--- src/rtl/fht_stage_feeder_if.sv ---
`default_nettype none
// ============================================================================
// Module      : fht_stage_feeder_if
// Description : Bundle of every non-clock/reset signal of fht_stage_feeder:
//               stage control (start/stage/busy/done), the three-port source
//               bank read side, the twiddle ROM, the operand set sent to the
//               butterfly, the butterfly results and the two-port
//               destination bank write side.
//               modport master : the feeder (drives every o* signal)
//               modport slave  : the environment (controller, banks, ROM,
//                                butterfly; drives every i* signal)
// Revision    : 1.0 - initial release
// ============================================================================
interface fht_stage_feeder_if #(
    parameter int LOG2N = 8,
    parameter int D_BIT = 17,
    parameter int W_BIT = 12
);
    localparam int STG_W = (LOG2N > 1) ? $clog2(LOG2N) : 1;

    // Stage control
    logic                     iSTART;
    logic [STG_W-1:0]         iSTAGE;
    logic                     oBUSY;
    logic                     oDONE;

    // Source bank, three synchronous read ports
    logic [LOG2N-1:0]         oRD_ADDR_0;
    logic [LOG2N-1:0]         oRD_ADDR_1;
    logic [LOG2N-1:0]         oRD_ADDR_2;
    logic signed [D_BIT-1:0]  iRD_DATA_0;
    logic signed [D_BIT-1:0]  iRD_DATA_1;
    logic signed [D_BIT-1:0]  iRD_DATA_2;

    // Twiddle ROM
    logic [LOG2N-2:0]         oROM_ADDR;
    logic signed [W_BIT-1:0]  iSIN;
    logic signed [W_BIT-1:0]  iCOS;

    // Butterfly operand set
    logic signed [D_BIT-1:0]  oX_0;
    logic signed [D_BIT-1:0]  oX_1;
    logic signed [D_BIT-1:0]  oX_2;
    logic signed [W_BIT-1:0]  oSIN;
    logic signed [W_BIT-1:0]  oCOS;
    logic                     oBUT_VALID;

    // Butterfly results
    logic signed [D_BIT-1:0]  iY_0;
    logic signed [D_BIT-1:0]  iY_1;

    // Destination bank, two write ports sharing one strobe
    logic [LOG2N-1:0]         oWR_ADDR_0;
    logic [LOG2N-1:0]         oWR_ADDR_1;
    logic signed [D_BIT-1:0]  oWR_DATA_0;
    logic signed [D_BIT-1:0]  oWR_DATA_1;
    logic                     oWR_EN;

    modport master (
        input  iSTART, iSTAGE,
        input  iRD_DATA_0, iRD_DATA_1, iRD_DATA_2,
        input  iSIN, iCOS,
        input  iY_0, iY_1,
        output oBUSY, oDONE,
        output oRD_ADDR_0, oRD_ADDR_1, oRD_ADDR_2,
        output oROM_ADDR,
        output oX_0, oX_1, oX_2, oSIN, oCOS, oBUT_VALID,
        output oWR_ADDR_0, oWR_ADDR_1, oWR_DATA_0, oWR_DATA_1, oWR_EN
    );

    modport slave (
        output iSTART, iSTAGE,
        output iRD_DATA_0, iRD_DATA_1, iRD_DATA_2,
        output iSIN, iCOS,
        output iY_0, iY_1,
        input  oBUSY, oDONE,
        input  oRD_ADDR_0, oRD_ADDR_1, oRD_ADDR_2,
        input  oROM_ADDR,
        input  oX_0, oX_1, oX_2, oSIN, oCOS, oBUT_VALID,
        input  oWR_ADDR_0, oWR_ADDR_1, oWR_DATA_0, oWR_DATA_1, oWR_EN
    );
endinterface
`default_nettype wire

--- src/rtl/fht_stage_feeder.sv ---
`default_nettype none
// ============================================================================
// Module      : fht_stage_feeder
// Description : Operand sequencer for one radix-2 FHT stage. On an accepted
//               start it walks the N/2 butterflies of stage s (group outer,
//               in-group index inner), issues three source-bank read
//               addresses plus a twiddle ROM index per cycle, forwards the
//               returned data as one operand set per cycle to the butterfly,
//               and writes the butterfly results back to the other bank.
//
//               Optional build macro FHT_FEED_BITREV_EN: when defined, stage
//               0 reads use the LOG2N-bit bit-reversed addresses (input
//               reordering folded into the first stage); writes stay in
//               natural order. Undefined: natural order everywhere.
//
// Ports       : iCLK        - clock, rising edge
//               iRESET      - asynchronous reset, active low
//               bus (master)- start/stage/busy/done, 3 read ports, ROM,
//                             butterfly operands/results, 2 write ports
//
// Pipeline (b = butterfly index, cycle 0 = START sampled):
//               1+b         read / ROM addresses
//               2+b         read / ROM data returned
//               3+b         operand set to butterfly
//               3+BUT_LAT+b butterfly results returned
//               4+BUT_LAT+b write address / data / strobe
//
// Revision    : 1.0 - initial release
// ============================================================================
module fht_stage_feeder #(
    parameter int LOG2N   = 8,
    parameter int D_BIT   = 17,
    parameter int W_BIT   = 12,
    parameter int BUT_LAT = 2
) (
    input  logic               iCLK,
    input  logic               iRESET,
    fht_stage_feeder_if.master bus
);

    localparam int STG_W = (LOG2N > 1) ? $clog2(LOG2N) : 1;
    // Write address / valid travel from the read-address register to the
    // write-output register: DEPTH shifts.
    localparam int DEPTH = 3 + BUT_LAT;

    localparam logic [LOG2N-1:0] ONE        = LOG2N'(1);
    localparam logic [LOG2N-1:0] LAST_B     = LOG2N'((1 << (LOG2N - 1)) - 1);
    localparam logic [STG_W-1:0] LAST_STAGE = STG_W'(LOG2N - 1);

    typedef enum logic [1:0] {
        S_IDLE  = 2'd0,
        S_ISSUE = 2'd1,
        S_DRAIN = 2'd2,
        S_DONE  = 2'd3
    } state_t;

    state_t             state;
    state_t             state_nxt;
    logic [LOG2N-1:0]   bcnt;
    logic [LOG2N-1:0]   bcnt_nxt;
    logic [STG_W-1:0]   stage_q;
    logic               issue;

    logic [LOG2N-1:0]   cur_b;
    logic [STG_W-1:0]   cur_s;
    logic               last_b;

    // Address generation
    logic [LOG2N-1:0]   half;
    logic [LOG2N-1:0]   mask;
    logic [LOG2N-1:0]   k;
    logic [LOG2N-1:0]   g;
    logic [LOG2N-1:0]   x0_nat;
    logic [LOG2N-1:0]   x1_nat;
    logic [LOG2N-1:0]   x2_nat;
    logic [LOG2N-1:0]   rd0_nxt;
    logic [LOG2N-1:0]   rd1_nxt;
    logic [LOG2N-1:0]   rd2_nxt;
    logic [LOG2N-2:0]   rom_nxt;

    // Issue stage registers
    logic [LOG2N-1:0]   rd_addr_0;
    logic [LOG2N-1:0]   rd_addr_1;
    logic [LOG2N-1:0]   rd_addr_2;
    logic [LOG2N-2:0]   rom_addr;

    // Write-address / valid shift register; index 0 is the issue stage
    logic [DEPTH:0]     vld;
    logic [LOG2N-1:0]   wa0 [0:DEPTH];
    logic [LOG2N-1:0]   wa1 [0:DEPTH];

    // Data path registers
    logic signed [D_BIT-1:0] x_0;
    logic signed [D_BIT-1:0] x_1;
    logic signed [D_BIT-1:0] x_2;
    logic signed [W_BIT-1:0] sin_q;
    logic signed [W_BIT-1:0] cos_q;
    logic signed [D_BIT-1:0] wr_data_0;
    logic signed [D_BIT-1:0] wr_data_1;

`ifdef FHT_FEED_BITREV_EN
    function automatic logic [LOG2N-1:0] bit_rev(input logic [LOG2N-1:0] a);
        logic [LOG2N-1:0] r;
        r = '0;
        for (int i = 0; i < LOG2N; i++) begin
            r[i] = a[LOG2N-1-i];
        end
        return r;
    endfunction
`endif

    // The first butterfly is issued in the same cycle START is accepted, so
    // while idle the index is forced to 0 and the stage comes straight from
    // the input; afterwards both come from registers.
    assign cur_b  = (state == S_IDLE) ? '0 : bcnt;
    assign cur_s  = (state == S_IDLE) ? bus.iSTAGE : stage_q;
    assign last_b = (cur_b == LAST_B);

    // ------------------------------------------------------------------
    // FSM: state register
    // ------------------------------------------------------------------
    always_ff @(posedge iCLK or negedge iRESET) begin
        if (!iRESET) begin
            state   <= S_IDLE;
            bcnt    <= '0;
            stage_q <= '0;
        end else begin
            state <= state_nxt;
            bcnt  <= bcnt_nxt;
            if ((state == S_IDLE) && bus.iSTART) begin
                stage_q <= bus.iSTAGE;
            end
        end
    end

    // ------------------------------------------------------------------
    // FSM: next state and issue strobe
    // ------------------------------------------------------------------
    always_comb begin
        state_nxt = state;
        bcnt_nxt  = bcnt;
        issue     = 1'b0;
        case (state)
            S_IDLE: begin
                if (bus.iSTART) begin
                    issue     = 1'b1;
                    bcnt_nxt  = ONE;
                    state_nxt = last_b ? S_DRAIN : S_ISSUE;
                end
            end
            S_ISSUE: begin
                issue    = 1'b1;
                bcnt_nxt = bcnt + ONE;
                if (last_b) begin
                    state_nxt = S_DRAIN;
                end
            end
            S_DRAIN: begin
                // Leave when only the write-output stage may still hold a
                // valid entry: that last write lands in this cycle, so the
                // DONE cycle sees an empty pipeline.
                if (vld[DEPTH-1:0] == '0) begin
                    state_nxt = S_DONE;
                end
            end
            S_DONE: begin
                bcnt_nxt  = '0;
                state_nxt = S_IDLE;
            end
            default: begin
                state_nxt = S_IDLE;
            end
        endcase
    end

    // ------------------------------------------------------------------
    // Address generation for butterfly cur_b of stage cur_s.
    // half = H, k = b mod H, g = (b div H) * 2H; since H is a power of two
    // these are a mask and a shift of b.
    // ------------------------------------------------------------------
    always_comb begin
        half   = ONE << cur_s;
        mask   = half - ONE;
        k      = cur_b & mask;
        g      = (cur_b & ~mask) << 1;
        x0_nat = g + k;
        x1_nat = g + half + k;
        // At the last stage 2H wraps to 0 in LOG2N bits, which still gives
        // the correct g + L - k modulo N.
        x2_nat = (k == '0) ? (g + half) : (g + (half << 1) - k);
        // k < H <= N/2, so its MSB is always zero.
        rom_nxt = k[LOG2N-2:0] << (LAST_STAGE - cur_s);
        rd0_nxt = x0_nat;
        rd1_nxt = x1_nat;
        rd2_nxt = x2_nat;
`ifdef FHT_FEED_BITREV_EN
        if (cur_s == '0) begin
            rd0_nxt = bit_rev(x0_nat);
            rd1_nxt = bit_rev(x1_nat);
            rd2_nxt = bit_rev(x2_nat);
        end
`endif
    end

    // ------------------------------------------------------------------
    // Issue stage and write-address pipeline
    // ------------------------------------------------------------------
    always_ff @(posedge iCLK or negedge iRESET) begin
        if (!iRESET) begin
            vld       <= '0;
            rd_addr_0 <= '0;
            rd_addr_1 <= '0;
            rd_addr_2 <= '0;
            rom_addr  <= '0;
            for (int j = 0; j <= DEPTH; j++) begin
                wa0[j] <= '0;
                wa1[j] <= '0;
            end
        end else begin
            vld <= {vld[DEPTH-1:0], issue};
            if (issue) begin
                rd_addr_0 <= rd0_nxt;
                rd_addr_1 <= rd1_nxt;
                rd_addr_2 <= rd2_nxt;
                rom_addr  <= rom_nxt;
                wa0[0]    <= x0_nat;
                wa1[0]    <= x1_nat;
            end
            for (int j = 1; j <= DEPTH; j++) begin
                wa0[j] <= wa0[j-1];
                wa1[j] <= wa1[j-1];
            end
        end
    end

    // ------------------------------------------------------------------
    // Data path: pure pass-through, captured only when the matching
    // pipeline slot is valid so idle cycles keep the outputs stable.
    // vld[1]       : read / ROM data present at the inputs
    // vld[DEPTH-1] : butterfly results present at the inputs
    // ------------------------------------------------------------------
    always_ff @(posedge iCLK or negedge iRESET) begin
        if (!iRESET) begin
            x_0       <= '0;
            x_1       <= '0;
            x_2       <= '0;
            sin_q     <= '0;
            cos_q     <= '0;
            wr_data_0 <= '0;
            wr_data_1 <= '0;
        end else begin
            if (vld[1]) begin
                x_0   <= bus.iRD_DATA_0;
                x_1   <= bus.iRD_DATA_1;
                x_2   <= bus.iRD_DATA_2;
                sin_q <= bus.iSIN;
                cos_q <= bus.iCOS;
            end
            if (vld[DEPTH-1]) begin
                wr_data_0 <= bus.iY_0;
                wr_data_1 <= bus.iY_1;
            end
        end
    end

    // ------------------------------------------------------------------
    // Outputs (all driven from registers)
    // ------------------------------------------------------------------
    assign bus.oBUSY      = (state != S_IDLE);
    assign bus.oDONE      = (state == S_DONE);
    assign bus.oRD_ADDR_0 = rd_addr_0;
    assign bus.oRD_ADDR_1 = rd_addr_1;
    assign bus.oRD_ADDR_2 = rd_addr_2;
    assign bus.oROM_ADDR  = rom_addr;
    assign bus.oX_0       = x_0;
    assign bus.oX_1       = x_1;
    assign bus.oX_2       = x_2;
    assign bus.oSIN       = sin_q;
    assign bus.oCOS       = cos_q;
    assign bus.oBUT_VALID = vld[2];
    assign bus.oWR_ADDR_0 = wa0[DEPTH];
    assign bus.oWR_ADDR_1 = wa1[DEPTH];
    assign bus.oWR_DATA_0 = wr_data_0;
    assign bus.oWR_DATA_1 = wr_data_1;
    assign bus.oWR_EN     = vld[DEPTH];

endmodule
`default_nettype wire
--- src/flat_wrapper.sv ---
// flat-port wrapper written by rule: the top's interface ports become plain ports
module fht_stage_feeder_flat 
#(
    parameter int LOG2N   = 8,
    parameter int D_BIT   = 17,
    parameter int W_BIT   = 12,
    parameter int BUT_LAT = 2
)
  (iCLK, iRESET, bus_iSTART, bus_iSTAGE, bus_iRD_DATA_0, bus_iRD_DATA_1, bus_iRD_DATA_2, bus_iSIN, bus_iCOS, bus_iY_0, bus_iY_1, bus_oBUSY, bus_oDONE, bus_oRD_ADDR_0, bus_oRD_ADDR_1, bus_oRD_ADDR_2, bus_oROM_ADDR, bus_oX_0, bus_oX_1, bus_oX_2, bus_oSIN, bus_oCOS, bus_oBUT_VALID, bus_oWR_ADDR_0, bus_oWR_ADDR_1, bus_oWR_DATA_0, bus_oWR_DATA_1, bus_oWR_EN);
  fht_stage_feeder_if #(.LOG2N(LOG2N), .D_BIT(D_BIT), .W_BIT(W_BIT)) bus_i ();
  input  logic iCLK;
  input  logic iRESET;
  input wire logic [$bits(bus_i.iSTART)-1:0] bus_iSTART;
  input wire logic [$bits(bus_i.iSTAGE)-1:0] bus_iSTAGE;
  input wire logic [$bits(bus_i.iRD_DATA_0)-1:0] bus_iRD_DATA_0;
  input wire logic [$bits(bus_i.iRD_DATA_1)-1:0] bus_iRD_DATA_1;
  input wire logic [$bits(bus_i.iRD_DATA_2)-1:0] bus_iRD_DATA_2;
  input wire logic [$bits(bus_i.iSIN)-1:0] bus_iSIN;
  input wire logic [$bits(bus_i.iCOS)-1:0] bus_iCOS;
  input wire logic [$bits(bus_i.iY_0)-1:0] bus_iY_0;
  input wire logic [$bits(bus_i.iY_1)-1:0] bus_iY_1;
  output wire logic [$bits(bus_i.oBUSY)-1:0] bus_oBUSY;
  output wire logic [$bits(bus_i.oDONE)-1:0] bus_oDONE;
  output wire logic [$bits(bus_i.oRD_ADDR_0)-1:0] bus_oRD_ADDR_0;
  output wire logic [$bits(bus_i.oRD_ADDR_1)-1:0] bus_oRD_ADDR_1;
  output wire logic [$bits(bus_i.oRD_ADDR_2)-1:0] bus_oRD_ADDR_2;
  output wire logic [$bits(bus_i.oROM_ADDR)-1:0] bus_oROM_ADDR;
  output wire logic [$bits(bus_i.oX_0)-1:0] bus_oX_0;
  output wire logic [$bits(bus_i.oX_1)-1:0] bus_oX_1;
  output wire logic [$bits(bus_i.oX_2)-1:0] bus_oX_2;
  output wire logic [$bits(bus_i.oSIN)-1:0] bus_oSIN;
  output wire logic [$bits(bus_i.oCOS)-1:0] bus_oCOS;
  output wire logic [$bits(bus_i.oBUT_VALID)-1:0] bus_oBUT_VALID;
  output wire logic [$bits(bus_i.oWR_ADDR_0)-1:0] bus_oWR_ADDR_0;
  output wire logic [$bits(bus_i.oWR_ADDR_1)-1:0] bus_oWR_ADDR_1;
  output wire logic [$bits(bus_i.oWR_DATA_0)-1:0] bus_oWR_DATA_0;
  output wire logic [$bits(bus_i.oWR_DATA_1)-1:0] bus_oWR_DATA_1;
  output wire logic [$bits(bus_i.oWR_EN)-1:0] bus_oWR_EN;
  assign bus_i.iSTART = bus_iSTART;
  assign bus_i.iSTAGE = bus_iSTAGE;
  assign bus_i.iRD_DATA_0 = bus_iRD_DATA_0;
  assign bus_i.iRD_DATA_1 = bus_iRD_DATA_1;
  assign bus_i.iRD_DATA_2 = bus_iRD_DATA_2;
  assign bus_i.iSIN = bus_iSIN;
  assign bus_i.iCOS = bus_iCOS;
  assign bus_i.iY_0 = bus_iY_0;
  assign bus_i.iY_1 = bus_iY_1;
  assign bus_oBUSY = bus_i.oBUSY;
  assign bus_oDONE = bus_i.oDONE;
  assign bus_oRD_ADDR_0 = bus_i.oRD_ADDR_0;
  assign bus_oRD_ADDR_1 = bus_i.oRD_ADDR_1;
  assign bus_oRD_ADDR_2 = bus_i.oRD_ADDR_2;
  assign bus_oROM_ADDR = bus_i.oROM_ADDR;
  assign bus_oX_0 = bus_i.oX_0;
  assign bus_oX_1 = bus_i.oX_1;
  assign bus_oX_2 = bus_i.oX_2;
  assign bus_oSIN = bus_i.oSIN;
  assign bus_oCOS = bus_i.oCOS;
  assign bus_oBUT_VALID = bus_i.oBUT_VALID;
  assign bus_oWR_ADDR_0 = bus_i.oWR_ADDR_0;
  assign bus_oWR_ADDR_1 = bus_i.oWR_ADDR_1;
  assign bus_oWR_DATA_0 = bus_i.oWR_DATA_0;
  assign bus_oWR_DATA_1 = bus_i.oWR_DATA_1;
  assign bus_oWR_EN = bus_i.oWR_EN;
  fht_stage_feeder #(.LOG2N(LOG2N), .D_BIT(D_BIT), .W_BIT(W_BIT), .BUT_LAT(BUT_LAT)) u_core (.iCLK(iCLK), .iRESET(iRESET), .bus(bus_i));
endmodule
--- config.mk ---
export PLATFORM = sky130hd
export DESIGN_NAME = fht_stage_feeder_flat
export DESIGN_NICKNAME = d
export VERILOG_FILES = /design/src/rtl/fht_stage_feeder_if.sv /design/src/rtl/fht_stage_feeder.sv /design/src/flat_wrapper.sv
export SDC_FILE = /design/constraint.sdc
export NUM_CORES = 1
export LEC_CHECK = 0
export BUFFER_PORTS_ARGS = -buffer_cell sky130_fd_sc_hd__buf_4
export CORE_ASPECT_RATIO = 1.4
export CORE_MARGIN = 2
export CORE_UTILIZATION = 57
export CTS_CLUSTER_SIZE = 20
export DETAILED_ROUTE_END_ITERATION = 6
export HOLD_SLACK_MARGIN = 0.08
export PLACE_DENSITY = 0.95
export SLEW_MARGIN = 20
export SYNTH_ARGS = -nofsm -noshare
export SYNTH_HDL_FRONTEND = slang
export SYNTH_SLANG_ARGS = --single-unit
--- constraint.sdc ---
create_clock -name iCLK -period 12 [get_ports iCLK]
set_input_delay 1.8 -clock iCLK [delete_from_list [all_inputs] [get_ports iCLK]]
set_output_delay 1.8 -clock iCLK [all_outputs]
set_load 0.1 [all_outputs]
==> results.py <==
metrics = {
    "status": {
        "outcome": "finished, final reports clean",
    },
    "synthesis": {
        "synth_cell_types": 57,
        "synth_compound_area_share_pct": 7.49,
        "yosys_warnings": 0,
        "yosysSeqAreaShare_pct": 59.0,
        "synthMuxAreaShare_pct": 13.6,
        "synthesis.nets": 954,
        "syn_area_per_cell_um2": 12.7,
        "async_flop_share_pct": 100,
        "netlist_area_um2": 10100,
        "syn_inst": 795,
        "synth_top_family_by_area": "multiplexers",
        "synth-simple-area-share_pct": 6.14,
        "synth_fa_ha_area_share_pct": 6.03,
        "ys_ff_latch": 239,
        "synth_edf_count": 0,
        "synth-xor-area-share_pct": 2.25,
        "ys.flop_type": "dfrtp_1",
    },
    "global_routing": {
        "grt_pass1_vias": 7299,
        "grt_max_degree": 88,
        "track_usage_pct": 28.8,
        "grt_overflow": 0,
        "grt_pass1_wl_um": 41200,
        "antenna_found_initial": 0,
    },
    "clocking": {
        "cts_tree": "done",
        "post_cts_buffers": 0,
        "cts_buffer_depth": 3,
        "htree_levels": 1,
        "clkTransAtPathRegs_ns": 0.07,
        "cts_buffers": 22,
        "cts-resized-gates": 0,
        "insertion_delay_ns": 0.49,
        "cts_sinks": 239,
        "cts_hold_buf": 0,
        "cts_root_buf": "clkbuf_16",
    },
    "place": {
        "io_buffer_count": 274,
        "gp_congestion": 0.984,
        "hpwl_um": 19700,
    },
    "finish": {
        "layout_common_cells": "279 x buf_4, 238 x dfrtp_1, 111 x mux2_2",
        "n_antenna_cell": 0,
        "syn2layout_area_growth_pct": 27.5,
        "fin_nets": 1195,
        "final_common_cell": "buf_4",
        "drive_gt1_share_pct": 41.9,
    },
    "timing": {
        "fmax_ghz": 0.196,
        "fin_crit_sh_pct": 42.5,
        "skew_ns": 0.0145,
        "tns_ns": 0,
        "finalMaxSlewViolations": 0,
        "worst_pin_slew_ns": 1.03,
        "setup-violations-final": 0,
        "grt_setup_unrepaired": "no",
        "slew_headroom_pct": 29.5,
        "hold_viol": 0,
        "fin_crit_ns": 5.11,
    },
    "floorplan": {
        "fp.dieArea_um2": 18900,
        "rows": 57,
        "start_util_pct": 58.2,
        "core_um2": 17400,
        "die_y_um": 162,
        "ios": 275,
        "die_w_um": 117,
    },
    "route": {
        "drt_pass1_iterations": 5,
        "drtIter0Drc": 427,
        "wl_per_cell_um": 21.1,
        "vias": 6910,
        "drtAntennaViolNets": 0,
        "drc": 0,
        "via_per_inst": 5.37,
        "drt-total-wl_um": 27200,
    },
    "worst_setup_path": {
        "worst_ep_arrival_time_ns": 5.49,
        "cp_max_fo": 8,
        "cp-start-kind": "input port",
        "cp-end-kind": "register",
        "path_class": "input port to register",
        "cp.required_ns": 12.38,
    },
    "min_path": {
        "min_path_type": "register to register",
    },
    "run": {
        "maxCapViolations": 0,
    },
}
-- critical path: stages --
cell      delay, ns
buf_4          0.13
mux2_4         0.30
nor2_1         0.24
inv_1          0.12
ha_1           0.31
inv_1          0.06
nand3_1        0.17
inv_1          0.24
fa_1           0.44
inv_1          0.06
ha_1           0.17
inv_1          0.06
fa_1           0.41
inv_1          0.07
a21oi_1        0.05
o21bai_1       0.24
a21o_1         0.16
a21oi_1        0.07
xnor2_1        0.12
o31ai_1        0.23
-- state kept, by name (all words and copies together) (netlist names), 12 cells and up --
signal and flops:
u_core.bus.oCOS 12, u_core.wa1 32, u_core.bus.oX_0 17, u_core.bus.oSIN 12
u_core.wa0 40, u_core.bus.oWR_DATA_0 17, u_core.bus.oX_1 17, u_core.bus.oX_2 17
u_core.bus.oWR_DATA_1 17
-- stage by stage --
stage / hold WS, ns / instances / setup slack [ns] / cell area, µm² / util (%)
detailed placement: 0.335 / 1248 / 6.45 / 12200 / 69.9
floorplan: 0.331 / 795 / 7.00 / 10100 / -
global route: 0.350 / 1286 / 6.54 / 12900 / 74.2
CTS: 0.346 / 1286 / 6.93 / 12900 / 74.2
finish: 0.346 / 1286 / 6.89 / 12900 / 74.2
global placement: 0.331 / 1248 / 6.56 / 12200 / 69.9
-- cells by family (layout without fill, tap and decap cells) --
logic type                 Yosys count  after routing
AOI/OAI and AO/OA                  122            122
xor gates and xnor gates            26             26
adders and majority gates           44             44
buffers and inverters              108            363
DFF                                239            239
muxes                              123            123
other                                1              1
and+or+nand+nor                    132            132
-- layer usage --
layer,global-route usage [%],share of wire [%]
met4,11.1,4.0
met5,0,0
met1,32.4,35
met2,50.4,52
met3,9.14,9.3
-- cell type report --
cell class                 instances  area, µm²
sequential                       239       5980
fill                            1144       4480
multi-input combinational        448       3610
timing repair buffer             281       2120
clock buffer                      28        614
tap                              236        295
inverter                          44        165
clock inverter                    10        131
-- synth_stat cells, types with 3 or more instances --
library cell	count	area [µm²]
nand3_1	13	65.1
mux2i_1	11	110
buf_1	6	22.5
o41ai_1	3	26.3
mux2_2	111	1250
a31oi_1	3	18.8
inv_1	40	150
ha_1	36	450
dfrtp_1	239	5980
o21ai_1	4	20.0
o22ai_1	3	18.8
buf_2	5	25.0
nand4_1	4	25.0
nand2_1	52	195
buf_4	34	255
xnor2_1	19	166
xor2_1	7	61.3
o21a_1	4	30.0
o31ai_1	6	45.0
clkbuf_1	17	63.8
nor2b_1	8	50.1
and2_1	3	18.8
o21ai_0	28	140
nand2b_1	3	18.8
a21oi_1	40	200
a21o_1	7	52.6
fa_1	8	160
nor2_1	35	131
inv_2	3	11.3
o21bai_1	6	45.0
-- worst paths after layout --
kind / from / end / slack (ns) / depth (start not counted)
hold / removal: u_core.wa1[37] / u_core.wa1[29] / 0.35 / 0
setup / recovery: bus_iSTAGE[0] / u_core.bus.oRD_ADDR_2[7] / 6.89 / 20
max in group asynchronous: iRESET / u_core.bus.oWR_ADDR_1[3] / 8.63 / 3
hold reg to reg: u_core.wa1[37] / u_core.wa1[29] / 0.35 / 0
setup reg to reg: u_core.state[0] / u_core.bus.oRD_ADDR_2[7] / 7.22 / 22
min in group asynchronous: iRESET / u_core.bus.oWR_DATA_1[9] / 1.29 / 1
Power is left out: the tool's default activity adds up to more than one toggle a clock period on the data nets, which glitch-free logic cannot reach.
